### src/rtl/face_blink_ctrl.sv
// rtl/face_blink_ctrl.sv - Alternating A/B face select sequencer with prescaled hold time
// Three-process FSM; every output is a register fed from the current state.
module face_blink_ctrl #(
  parameter int unsigned TICK_DIV = 25000000,
  parameter int unsigned BLINKS   = 4
) (
  input  logic       clk,
  input  logic       rst,
  input  logic       start,
  input  logic       stop,
  output logic       select,
  output logic       busy,
  output logic       done,
  output logic [3:0] blink_cnt
);

  localparam int unsigned PW = (TICK_DIV > 1) ? $clog2(TICK_DIV) : 1;
  localparam logic [PW-1:0] PRE_LAST = PW'(TICK_DIV - 1);
  localparam logic [3:0]    CNT_LAST = 4'(BLINKS - 1);

  typedef enum logic [1:0] {IDLE, SHOW_A, SHOW_B, DONE} state_t;

  state_t        state_q, state_d;
  logic [PW-1:0] pre_q, pre_d;
  logic [3:0]    cnt_q, cnt_d;
  logic          select_q, select_d;
  logic          busy_q, busy_d;
  logic          done_q, done_d;
  logic [3:0]    blink_cnt_q;

  always_ff @(posedge clk or negedge rst) begin
    if (!rst) begin
      state_q     <= IDLE;
      pre_q       <= '0;
      cnt_q       <= '0;
      select_q    <= 1'b0;
      busy_q      <= 1'b0;
      done_q      <= 1'b0;
      blink_cnt_q <= '0;
    end else begin
      state_q     <= state_d;
      pre_q       <= pre_d;
      cnt_q       <= cnt_d;
      select_q    <= select_d;
      busy_q      <= busy_d;
      done_q      <= done_d;
      blink_cnt_q <= cnt_q;
    end
  end

  always_comb begin
    state_d = state_q;
    pre_d   = pre_q;
    cnt_d   = cnt_q;
    unique case (state_q)
      IDLE: begin
        pre_d = '0;
        if (start && !stop) begin
          state_d = SHOW_A;
          cnt_d   = '0;
        end
      end
      SHOW_A: begin
        if (stop) begin
          state_d = IDLE;
          pre_d   = '0;
        end else if (pre_q == PRE_LAST) begin
          state_d = SHOW_B;
          pre_d   = '0;
        end else begin
          pre_d = pre_q + PW'(1);
        end
      end
      SHOW_B: begin
        if (stop) begin
          state_d = IDLE;
          pre_d   = '0;
        end else if (pre_q == PRE_LAST) begin
          pre_d   = '0;
          cnt_d   = cnt_q + 4'd1;
          state_d = (cnt_q == CNT_LAST) ? DONE : SHOW_A;
        end else begin
          pre_d = pre_q + PW'(1);
        end
      end
      DONE: begin
        state_d = IDLE;
        pre_d   = '0;
      end
      default: state_d = IDLE;
    endcase
  end

  // An abort clears select/busy on the same edge that leaves the show states.
  always_comb begin
    select_d = (state_q == SHOW_B) && !stop;
    busy_d   = ((state_q == SHOW_A) || (state_q == SHOW_B)) && !stop;
    done_d   = (state_q == DONE);
  end

  assign select    = select_q;
  assign busy      = busy_q;
  assign done      = done_q;
  assign blink_cnt = blink_cnt_q;

endmodule

### config.mk
export PLATFORM = sky130hd
export DESIGN_NAME = face_blink_ctrl
export DESIGN_NICKNAME = d
export VERILOG_FILES = /design/src/rtl/face_blink_ctrl.sv
export SDC_FILE = /design/constraint.sdc
export NUM_CORES = 1
export LEC_CHECK = 0
export ABC_AREA = 1
export CAP_MARGIN = 20
export CORE_MARGIN = 2
export CORE_UTILIZATION = 55
export CTS_BUF_LIST = sky130_fd_sc_hd__clkbuf_4 sky130_fd_sc_hd__clkbuf_8
export DETAILED_ROUTE_END_ITERATION = 16
export GPL_TIMING_DRIVEN = 0
export PLACE_DENSITY = 0.74
export SYNTH_ARGS = -nofsm -noshare
export SYNTH_HDL_FRONTEND = slang
export SYNTH_SLANG_ARGS = --single-unit
export TNS_END_PERCENT = 20
### constraint.sdc
create_clock -name clk -period 1.75 [get_ports clk]
set_input_delay 0.35 -clock clk [delete_from_list [all_inputs] [get_ports clk]]
set_output_delay 0.35 -clock clk [all_outputs]
set_load 0.1 [all_outputs]
# [Yosys cells after proc, flatten, opt, wreduce, memory -nomap -nowiden]
# Cells that the tools add are included.
[op_classes] addsub=2 n_mux=14 n_eq_ne=10 n_reduce_logical=11
[ops] operator="2-to-1 mux 25 bit" n=2
[ops] operator="case mux 25 bit (2 select lines)" n=1
[ops] operator="adder 25 x 1 -> 25 bit, second input constant" n=1
[ops] operator="== test 25 bit, second input constant" n=1
[ops] operator="2-to-1 mux 2 bit" n=6
[ops] operator="2-to-1 mux 4 bit" n=3
[ops] operator="case mux 2 bit (4 select lines)" n=1
[ops] operator="case mux 4 bit (2 select lines)" n=1
[ops] operator="inequality test 2 bit, second input constant" n=3
[ops] operator="inequality test 3 bit, second input constant" n=2
[ops] operator="adder 4 x 1 -> 4 bit, second input constant" n=1
[ops] operator="== test 2 bit, second input constant" n=2
[ops] operator="== test 4 x 2 -> 1 bit, second input constant" n=1
[ops] operator="AND reduction 4 bit" n=1
[ops] operator="OR reduction 2 bit" n=2
[ops] operator="logical AND 1 bit" n=3
[ops] operator="AND reduction 3 bit" n=1
[ops] operator="== test 2 x 1 -> 1 bit, second input constant" n=1
[ops] operator="zero test 2 bit" n=1
[ops] operator="nonzero test 2 bit" n=1
[ops] operator="zero test 1 bit" n=1
[ops] operator="logical OR 1 bit" n=1
[totals] output_inout_bits=7 elab_cells=44 register_bits=38

# [Longest topological paths before layout]
# Gate-level depths: netlist of the first run.
[logic_depth] depth_word=5 mapped_depth=10

# [Worst setup path before layout of the first run]
# Ideal clock, no wire load.
[synth_timing] path_type="reg2reg" start="register pre_q[0]" end="register pre_q[18]" path_slack_ns=0.314 arrival_ns=1.316 synth_period_minus_slack_ns=1.436 path_buffers=1 path_stages_with_launch=10 cell_sequence="dfrtp_1 -> ha_1 -> nand2_2 -> nor2_1 -> nand2_1 -> nor2_2 -> nand2_2 -> nand2_4 -> buf_6 -> nor2_1"
[synth_between] elab_chain_len=4 elab_cells_between_ends=5
[synth_lines] element="start: declaration" line="24" rtl="logic [PW-1:0] pre_q, pre_d;"
[synth_lines] element="start signal: assignment" line="42" rtl="pre_q <= pre_d;"
[synth_lines] element="adder 25 x 1 -> 25 bit / == test 25 bit (equally long branches)"
[synth_lines] element="2-to-1 mux 25 bit *" line="67, 78"
[synth_lines] element="2-to-1 mux 25 bit *" line="75" rtl="if (stop) begin"
[synth_lines] element="case mux 25 bit (2 select lines) *" line="55" rtl="unique case (state_q)"
[synth_lines] element="net pre_d[18]" line="24"
# Mark *: on every way through the listed nets, which the timed path passes. The rest lies on a longest branch.
# A chain may end at the register's enable or synchronous reset.

# [Worst setup path after layout of the first run]
[layout_timing] start="register pre_q[0]" end="register pre_q[13]"
# Same word-level chain as after synthesis.

==> results.json, run 1 <==
{
  "status": "finished clean",
  "cp_common_cell": "nand2_2",
  "std_cell_rows": 22,
  "ff2ff_setup_slack_ns": 0.18,
  "peakVddDrop_uv": 898,
  "max_stage_delay_ns": 0.37,
  "met2_length_mm": 2.11,
  "antenna_left": 0,
  "maxCapViolations": 0,
  "setup_viol": 0,
  "dieHeight_um": 65.5,
  "rsz0062_at_grt": "no",
  "rr_endpoint": "pre_q[13]",
  "critPathKind": "reg -> reg",
  "via_per_inst": 5.20,
  "end_kind": "flop",
  "rr_startpoint": "pre_q[0]",
  "ios": 11,
  "worstPathCellList": "ha_1 > nand2_2 > nor2_4 > nand2_1 > nor2_2 > nand2_2 > nand2_4 > buf_6 > nor2_1",
  "ys_warn_count": 0,
  "dieArea_um2": 4290,
  "vias": 1782,
  "yosysSeqAreaShare_pct": 45.8,
  "ys_ff_latch": 38,
  "grt_pass1_vias": 1801,
  "crit_required_ns": 1.92,
  "worst_slack_ns": 0.176,
  "power.total_mw": 2.41,
  "finalMaxSlewViolations": 0,
  "met1Wirelength_mm": 1.91,
  "ctsHoldBuffers": 0,
  "finalHoldViolCount": 0,
  "clk_pin_slew_ns": 0.08,
  "avgSynthCellArea_um2": 7.50,
  "layout-drive-gt1-share_pct": 13.6,
  "post-place-ws_ns": -0.0832,
  "yosys.area.top_type": "dfrtp_1",
  "synth_fp_nets": 287,
  "grt_max_degree": 39,
  "fin_skew_ns": 0.00815,
  "crit_path_max_fanout": 10,
  "met3WireLength_um": 215,
  "drcViolationCount": 0,
  "post-dp-hpwl_mm": 3.17,
  "avgRoutedWirePerCell_um": 12.6,
  "insertion_delay_ns": 0.29,
  "antenna_found_initial": 0,
  "cts_buffers": 5,
  "cts_tree": "yes",
  "n_fill_cell": 313,
  "p_per_area_nw_per_um2": 1010,
  "diodes": 0,
  "port-buffer-count": 10,
  "initialDrtViolationCount": 138,
  "fmax_ghz": 0.635,
  "wirelength_mm": 4.32,
  "syn2layout_area_growth_pct": 14.3,
  "slowest_stage": "dfrtp_1",
  "dr.pass1.iters": 5,
  "start_util_pct": 57.2,
  "synth_cells": 277,
  "cts_buffer_depth": 2,
  "tightest_slew_ns": 0.814,
  "track_usage_pct": 23.0,
  "grt_overflow_total": 0,
  "relSlewSlack_pct": 45.7,
  "numClockSinks": 38,
  "p_leak_nw": 1.05,
  "htreeDepth": 2,
  "num-nets-final": 304,
  "finish.instance_area_um2": 2380,
  "fin_crit_ns": 1.57,
  "highest_layer": "met4",
  "root_buffer": "clkbuf_8",
  "synth.distinct_cells": 26,
  "core_um2": 3630,
  "period_share_pct": 90.0,
  "place.gp.congestion": 0.892,
  "dpl_cell_area_um2": 2230,
  "hold_path_class": "in -> async",
  "worstPathArrival_ns": 1.75,
  "r2r_cells": 9,
  "grt_pass1_wl_mm": 7.69,
  "netlist.area_leader.share_pct": 45.8,
  "die_x_um": 65.5,
  "syn_area_um2": 2080,
  "start_kind": "flop",
  "synth_area_leaders": "dfrtp_1 46%, nand2_1 12%, nor2_1 10%"
}
## area by class of cell
class                   instances  area [µm²]  share of cell area, %
multi-input cells             199         985                   41.4
repair buffers                 10         104                   4.37
well taps                      48        60.1                   2.53
plain buffers                   2        18.8                  0.790
flip-flops and latches         38         951                   40.0
clock buffers                   8         110                   4.63
inverters                      38         148                   6.21
## metrics by stage
step	TNS [ns]	hold WS, ns	util, %	std cells
5_1_grt	0	0.257	65.4	343
3_5_place_dp	-0.488	0.432	61.5	335
2_1_floorplan	0	0.0544	-	277
3_3_place_gp	-21.11	0.419	61.6	335
4_1_cts	0	0.191	64.7	343
6_report	0	0.153	65.4	343
## cells in the mapped netlist (all sizes together)
library cell and number:
o22ai 1, xnor2 1, a32oi 1, buf 2, nor3b 3, nand4 3, a31oi 2, o21ai 4
a21oi 6, nand3 18, inv 38, nor3 11, ha 6, nand2 73, xor2 5, o21a 1
dfrtp 38, nor2 64
## layer usage
| layer | GRT usage [%] | up-vias |
|---|---|---|
| met5 | 0 | - |
| met4 | 8.85 | 0 |
| met3 | 3.25 | 12 |
| met2 | 39.5 | 47 |
| met1 | 29.3 | 828 |
| li1 | - | 895 |
## power breakdown
group	leakage (nW)	switching [mW]	internal, mW
combinational	0.463	0.531	0.185
sequential	0.526	0.0530	0.951
clock	0.0575	0.291	0.398
total	1.05	0.876	1.53
## repair_timing
action / CTS / global route
buffers inserted: 0 / 0
resized for setup: 21 / 7
setup endpoints to repair: 7 / 22
## placed cells by master (no fill, tap or decap), drive strengths merged, types with 3 or more instances in the layout
cell           netlist  routed
o21ai                4       4
nor2                64      64
nor3                11      11
nand3               18      18
nor3b                3       3
clkdlybuf4s15        0       7
nand2               73      73
clkbuf               0       8
nand4                3       3
inv                 38      38
a21oi                6       6
buf                  2       3
ha                   6       6
dfrtp               38      38
xor2                 5       5
## state kept, by name, summed over array words and instances, names as in the netlist
name and cells:
done 1, pre_q 25, blink_cnt 4, cnt_q 4, state_q 2, select 1
busy 1
## cell families (layout without fill, tap and decap cells)
| group | count (synthesis) | after routing | share of synthesized area, % |
|---|---|---|---|
| compound gates | 15 | 15 | 4.09 |
| xor+xnor | 6 | 6 | 2.53 |
| fa+ha+maj | 6 | 6 | 3.61 |
| buf+inv | 40 | 58 | 8.01 |
| flops | 38 | 38 | 45.8 |
| simple gates | 172 | 172 | 36.0 |
## critical path: cells and delay by family (launching register included)
family        cells  cell delay [ns]
flops             1             0.37
fa+ha+maj         1             0.19
buf+inv           1             0.17
simple gates      7             0.74
## worst max-delay path by stage
stage / from / end / slack, ns / depth (start not counted)
after detailed placement: stop / cnt_q[1] / -0.08 / 7
after CTS: pre_q[0] / pre_q[13] / 0.09 / 9
after floorplan: pre_q[0] / pre_q[18] / 0.31 / 9
after global routing: pre_q[0] / state_q[1] / 0.009 / 10
final: pre_q[0] / pre_q[13] / 0.18 / 9
after global placement: rst / cnt_q[3] / -0.55 / 1
Note: power is estimated with default switching activity, not from simulation.
==> run 2: changes to the inputs <==
--- a/config.mk
+++ b/config.mk
@@ -7,7 +7,8 @@
 export LEC_CHECK = 0
 export ABC_AREA = 1
 export CAP_MARGIN = 20
-export CORE_MARGIN = 2
+export CORE_ASPECT_RATIO = 0.75
+export CORE_MARGIN = 4
 export CORE_UTILIZATION = 55
 export CTS_BUF_LIST = sky130_fd_sc_hd__clkbuf_4 sky130_fd_sc_hd__clkbuf_8
 export DETAILED_ROUTE_END_ITERATION = 16
==> results.json, run 2 (synthesis gave the netlist of run 1 again) <==
{
  "status": "finished clean",
  "setup_viol": 0,
  "rsz0062_at_grt": "no",
  "die_x_um": 79.0,
  "ios": 11,
  "num-nets-final": 306,
  "use_met3_pct": 5.85,
  "instances_no_fill": 349,
  "dr.pass1.iters": 4,
  "port-buffer-count": 10,
  "p_switching_mw": 0.906,
  "regMostFlops": "pre_q",
  "place.gp.congestion": 0.954,
  "pwr-share-comb_pct": 31.1,
  "fmax_ghz": 0.622,
  "maxCapViolations": 0,
  "grt_max_degree": 39,
  "power_frac_seq_pct": 42.0,
  "whs_ns": 0.141,
  "relSlewSlack_pct": 44.9,
  "peakVddDrop_uv": 794,
  "rr_endpoint": "pre_q[12]",
  "wirelength_mm": 4.47,
  "grt_use_met1_pct": 32.3,
  "rr_startpoint": "pre_q[0]",
  "largest_reg_flops": 25,
  "syn2layout_area_growth_pct": 14.2,
  "p_leak_nw": 1.05,
  "worstPathArrival_ns": 1.79,
  "finish.instance_area_um2": 2370,
  "final_common_cell": "nand2_1",
  "vias": 1756,
  "diodes": 0,
  "start_kind": "flop",
  "track_usage_pct": 21.0,
  "final_cell_mix": "66 x nand2_1, 53 x nor2_1, 38 x dfrtp_1",
  "clk_pin_slew_ns": 0.08,
  "std_cell_rows": 19,
  "drcViolationCount": 0,
  "p_clk_share_pct": 26.9,
  "via_per_inst": 5.03,
  "antenna_left": 0,
  "hold_path_class": "in -> async",
  "r2r_cells": 9,
  "crit_required_ns": 1.94,
  "root_buffer": "clkbuf_8",
  "start_util_pct": 56.8,
  "p_int_mw": 1.49,
  "numClockSinks": 38,
  "dieArea_um2": 4840,
  "dieHeight_um": 61.2,
  "tightest_slew_ns": 0.827,
  "post-route-util_pct": 64.8,
  "cts_tree": "yes",
  "htreeDepth": 2,
  "avgRoutedWirePerCell_um": 12.8,
  "antenna_found_initial": 0,
  "grt_pass1_wl_mm": 7.39,
  "finalHoldViolCount": 0,
  "layout-drive-gt1-share_pct": 13.8,
  "end_kind": "flop",
  "critPathKind": "reg -> reg",
  "grt_overflow_total": 0,
  "p_sw_share_pct": 37.9,
  "insertion_delay_ns": 0.30,
  "period_share_pct": 91.8,
  "top_usage_layer": "met1",
  "initialDrtViolationCount": 161,
  "cts_buffers": 5,
  "crit_path_max_fanout": 10,
  "ff2ff_setup_slack_ns": 0.14,
  "dpl_cell_area_um2": 2240,
  "gr-usage-met2_pct": 26.7,
  "power.total_mw": 2.39,
  "core_um2": 3660,
  "ctsHoldBuffers": 0,
  "placed_cells": 339,
  "post-dp-hpwl_mm": 3.38,
  "cts_buffer_depth": 2,
  "finalMaxSlewViolations": 0,
  "fin_skew_ns": 0.00695,
  "grt_pass1_vias": 1515,
  "p_per_area_nw_per_um2": 1010,
  "fin_crit_ns": 1.61
}
[run 2: metrics by stage]
step | TNS, ns | worst slack, ns
4_1_cts | 0 | 0.0338
3_3_place_gp | -21.52 | -0.561
3_5_place_dp | -0.299 | -0.0446
6_report | 0 | 0.143
2_1_floorplan | 0 | 0.314
5_1_grt | 0 | 0.0145
[run 2: worst max path at each step]
stage / slack [ns] / start / cells after the start / endpoint
2_1_floorplan: 0.31 / pre_q[0] / 9 / pre_q[18]
3_3_place_gp: -0.56 / rst / 1 / state_q[0]
3_5_place_dp: -0.04 / blink_cnt[1] / 1 / blink_cnt[1]
4_1_cts: 0.03 / pre_q[0] / 9 / pre_q[12]
5_1_grt: 0.01 / pre_q[0] / 9 / pre_q[18]
6_report: 0.14 / pre_q[0] / 9 / pre_q[12]
[run 2: power groups by stage]
stage	registers (mW)	clock network, mW	logic (mW)
2_1_floorplan	1.22	0	0.333
3_3_place_gp	1.02	0	0.718
3_5_place_dp	1.02	0	0.722
4_1_cts	1.01	0.664	0.716
5_1_grt	1.01	0.701	0.819
6_report	1.00	0.644	0.744
[run 2: layout make-up]
type / count / area, µm²
flip-flops and latches: 38 / 951
clock buffers: 7 / 90.1
fillers: 343 / 1290
repair buffers: 12 / 119
well taps: 52 / 65.1
clock inverters: 1 / 5.00
plain buffers: 2 / 18.8
inverters: 38 / 148
multi-input cells: 199 / 977
[run 2: worst max-delay path: stages (launching register included)]
cell and delay [ns]:
dfrtp_1 0.38, ha_1 0.19, nand2_2 0.10, nor2_4 0.12, nand2_1 0.07, nor2_2 0.14, nand2_2 0.10, nand2_4 0.15
buf_6 0.17, nor2_1 0.06
[run 2: what timing repair did]
item                       in CTS  in global routing
gates resized for setup        21                  5
setup endpoints to repair       7                 25
buffers inserted                0                  2
pin swaps                       0                  0
[run 2: routing by layer]
metal / routed length (µm) / vias to the layer above
met4: 72 / 0
li1: - / 896
met1: 2310 / 808
met5: 0 / -
met3: 340 / 6
met2: 1750 / 46
==> run 3: changes to the inputs <==
--- a/config.mk
+++ b/config.mk
@@ -7,13 +7,13 @@
 export LEC_CHECK = 0
 export ABC_AREA = 1
 export CAP_MARGIN = 20
-export CORE_ASPECT_RATIO = 0.75
 export CORE_MARGIN = 4
 export CORE_UTILIZATION = 55
 export CTS_BUF_LIST = sky130_fd_sc_hd__clkbuf_4 sky130_fd_sc_hd__clkbuf_8
 export DETAILED_ROUTE_END_ITERATION = 16
 export GPL_TIMING_DRIVEN = 0
 export PLACE_DENSITY = 0.74
+export RECOVER_POWER = 50
 export SYNTH_ARGS = -nofsm -noshare
 export SYNTH_HDL_FRONTEND = slang
 export SYNTH_SLANG_ARGS = --single-unit
==> constraint.sdc (replaced) <==
create_clock -name clk -period 1.75 [get_ports clk]
set_input_delay 0.35 -clock clk [delete_from_list [all_inputs] [get_ports clk]]
set_output_delay 0.35 -clock clk [all_outputs]
set_load 0.05 [all_outputs]
==> results.json, run 3 (synthesis gave the netlist of run 1 again) <==
{
  "num-nets-final": 304,
  "start_util_pct": 56.8,
  "instances_no_fill": 343,
  "fin_crit_ns": 1.61,
  "regMostFlops": "pre_q",
  "ff2ff_setup_slack_ns": 0.14,
  "n_fill_cell": 332,
  "post-route-util_pct": 63.5,
  "fmax_ghz": 0.623,
  "critPathKind": "reg -> reg",
  "cts_buffer_depth": 2,
  "rr_endpoint": "pre_q[14]",
  "wirelength_mm": 4.14,
  "post-place-ws_ns": -0.0414,
  "antenna_found_initial": 0,
  "drcViolationCount": 0,
  "clk_pin_slew_ns": 0.07,
  "finalHoldViolCount": 0,
  "dpl_cell_area_um2": 2230,
  "rsz0062_at_grt": "no",
  "track_usage_pct": 18.9,
  "finalMaxSlewViolations": 0,
  "dieArea_um2": 4830,
  "post-dp-hpwl_mm": 3.15,
  "die_x_um": 69.5,
  "vias": 1710,
  "place.gp.congestion": 0.835,
  "p_leak_nw": 1.07,
  "period_share_pct": 91.8,
  "dieHeight_um": 69.5,
  "status": "finished clean",
  "core_um2": 3660,
  "layout-drive-gt1-share_pct": 9.83,
  "ios": 11,
  "peakVddDrop_uv": 710,
  "std_cell_rows": 22,
  "grt_pass1_vias": 1646,
  "syn2layout_area_growth_pct": 11.8,
  "grt_max_degree": 39,
  "start_kind": "flop",
  "finish.instance_area_um2": 2320,
  "crit_required_ns": 1.93,
  "avgRoutedWirePerCell_um": 12.1,
  "insertion_delay_ns": 0.29,
  "dr.pass1.iters": 5,
  "setup_viol": 0,
  "maxCapViolations": 0,
  "grt_pass1_wl_mm": 7.31,
  "grt_overflow_total": 0,
  "cts_tree": "yes",
  "cts_buffers": 5,
  "rr_startpoint": "pre_q[0]",
  "port-buffer-count": 10,
  "numClockSinks": 38,
  "r2r_cells": 9,
  "relSlewSlack_pct": 38.4,
  "hold_path_class": "in -> async",
  "final_cell_mix": "66 x nand2_1, 56 x nor2_1, 38 x dfrtp_1",
  "worst_slack_ns": 0.144,
  "placed_cells": 335,
  "antenna_left": 0,
  "crit_path_max_fanout": 10,
  "via_per_inst": 4.99,
  "fin_skew_ns": 0.00494,
  "final_common_cell": "nand2_1",
  "p_per_area_nw_per_um2": 958,
  "root_buffer": "clkbuf_8",
  "end_kind": "flop",
  "htreeDepth": 2,
  "post_cts_buffers": 0,
  "worstPathArrival_ns": 1.78,
  "tightest_slew_ns": 0.923,
  "initialDrtViolationCount": 129,
  "diodes": 0,
  "largest_reg_flops": 25
}
==> run 3: changes by cell type in the layout (fill, tap and decap cells not counted) <==
cell	delta
buf_2	-1
buf_4	-2
clkbuf_2	+1
clkdlybuf4s15_2	-7
dlygate4sd2_1	+7
nor2_1	+3
nor2_2	-2
nor2_4	-1
==> run 3: where the power goes <==
part | internal (mW) | switching, mW
logic | 0.173 | 0.421
registers | 0.951 | 0.0532
clock network | 0.333 | 0.295
total | 1.46 | 0.769
==> run 3: layout make-up <==
type / instances / area, µm² / area share (%)
inverters: 38 / 148 / 6.35
clock inverters: 1 / 5.00 / 0.215
clock buffers: 7 / 90.1 / 3.88
plain buffers: 2 / 18.8 / 0.808
well taps: 48 / 60.1 / 2.58
repair buffers: 10 / 86.3 / 3.72
flip-flops and latches: 38 / 951 / 40.9
multi-input cells: 199 / 965 / 41.5
==> run 3: worst max-delay path, cell delays in order, from the launching register on <==
cell and delay, ns:
dfrtp_1 0.37, ha_1 0.19, nand2_2 0.09, nor2_1 0.17
nand2_1 0.09, nor2_2 0.14, nand2_2 0.09, nand2_4 0.14
buf_6 0.16, nor2_1 0.05
==> run 3: how the worst max path moves through the flow <==
stage | startpoint | end | slack [ns]
final | pre_q[0] | pre_q[14] | 0.14
after detailed placement | stop | cnt_q[0] | -0.04
after floorplan | pre_q[0] | pre_q[18] | 0.31
after global routing | pre_q[0] | cnt_q[1] | 0.008
after CTS | pre_q[0] | pre_q[18] | 0.11
after global placement | rst | cnt_q[0] | -0.57
==> run 3: stage by stage <==
stage	hold slack (ns)	total power, mW	TNS [ns]
2_1_floorplan	0.0544	1.45	0
3_3_place_gp	0.429	1.62	-21.78
3_5_place_dp	0.431	1.63	-0.141
4_1_cts	0.183	2.25	0
5_1_grt	0.266	2.38	0
6_report	0.189	2.23	0
==> run 3: timing repair <==
item                       in CTS  in global routing
hold buffers                    0                  0
resized for setup               7                  1
setup endpoints to repair       7                  4
hold endpoints to repair        0                  0
pin swaps                       0                  0
cloned                          0                  0
==> run 3: per-layer routing <==
layer,track usage (%),routed length (µm)
met1,23.7,1880
met3,4.64,179
met4,6.51,46
met5,0,0
met2,31.6,2040
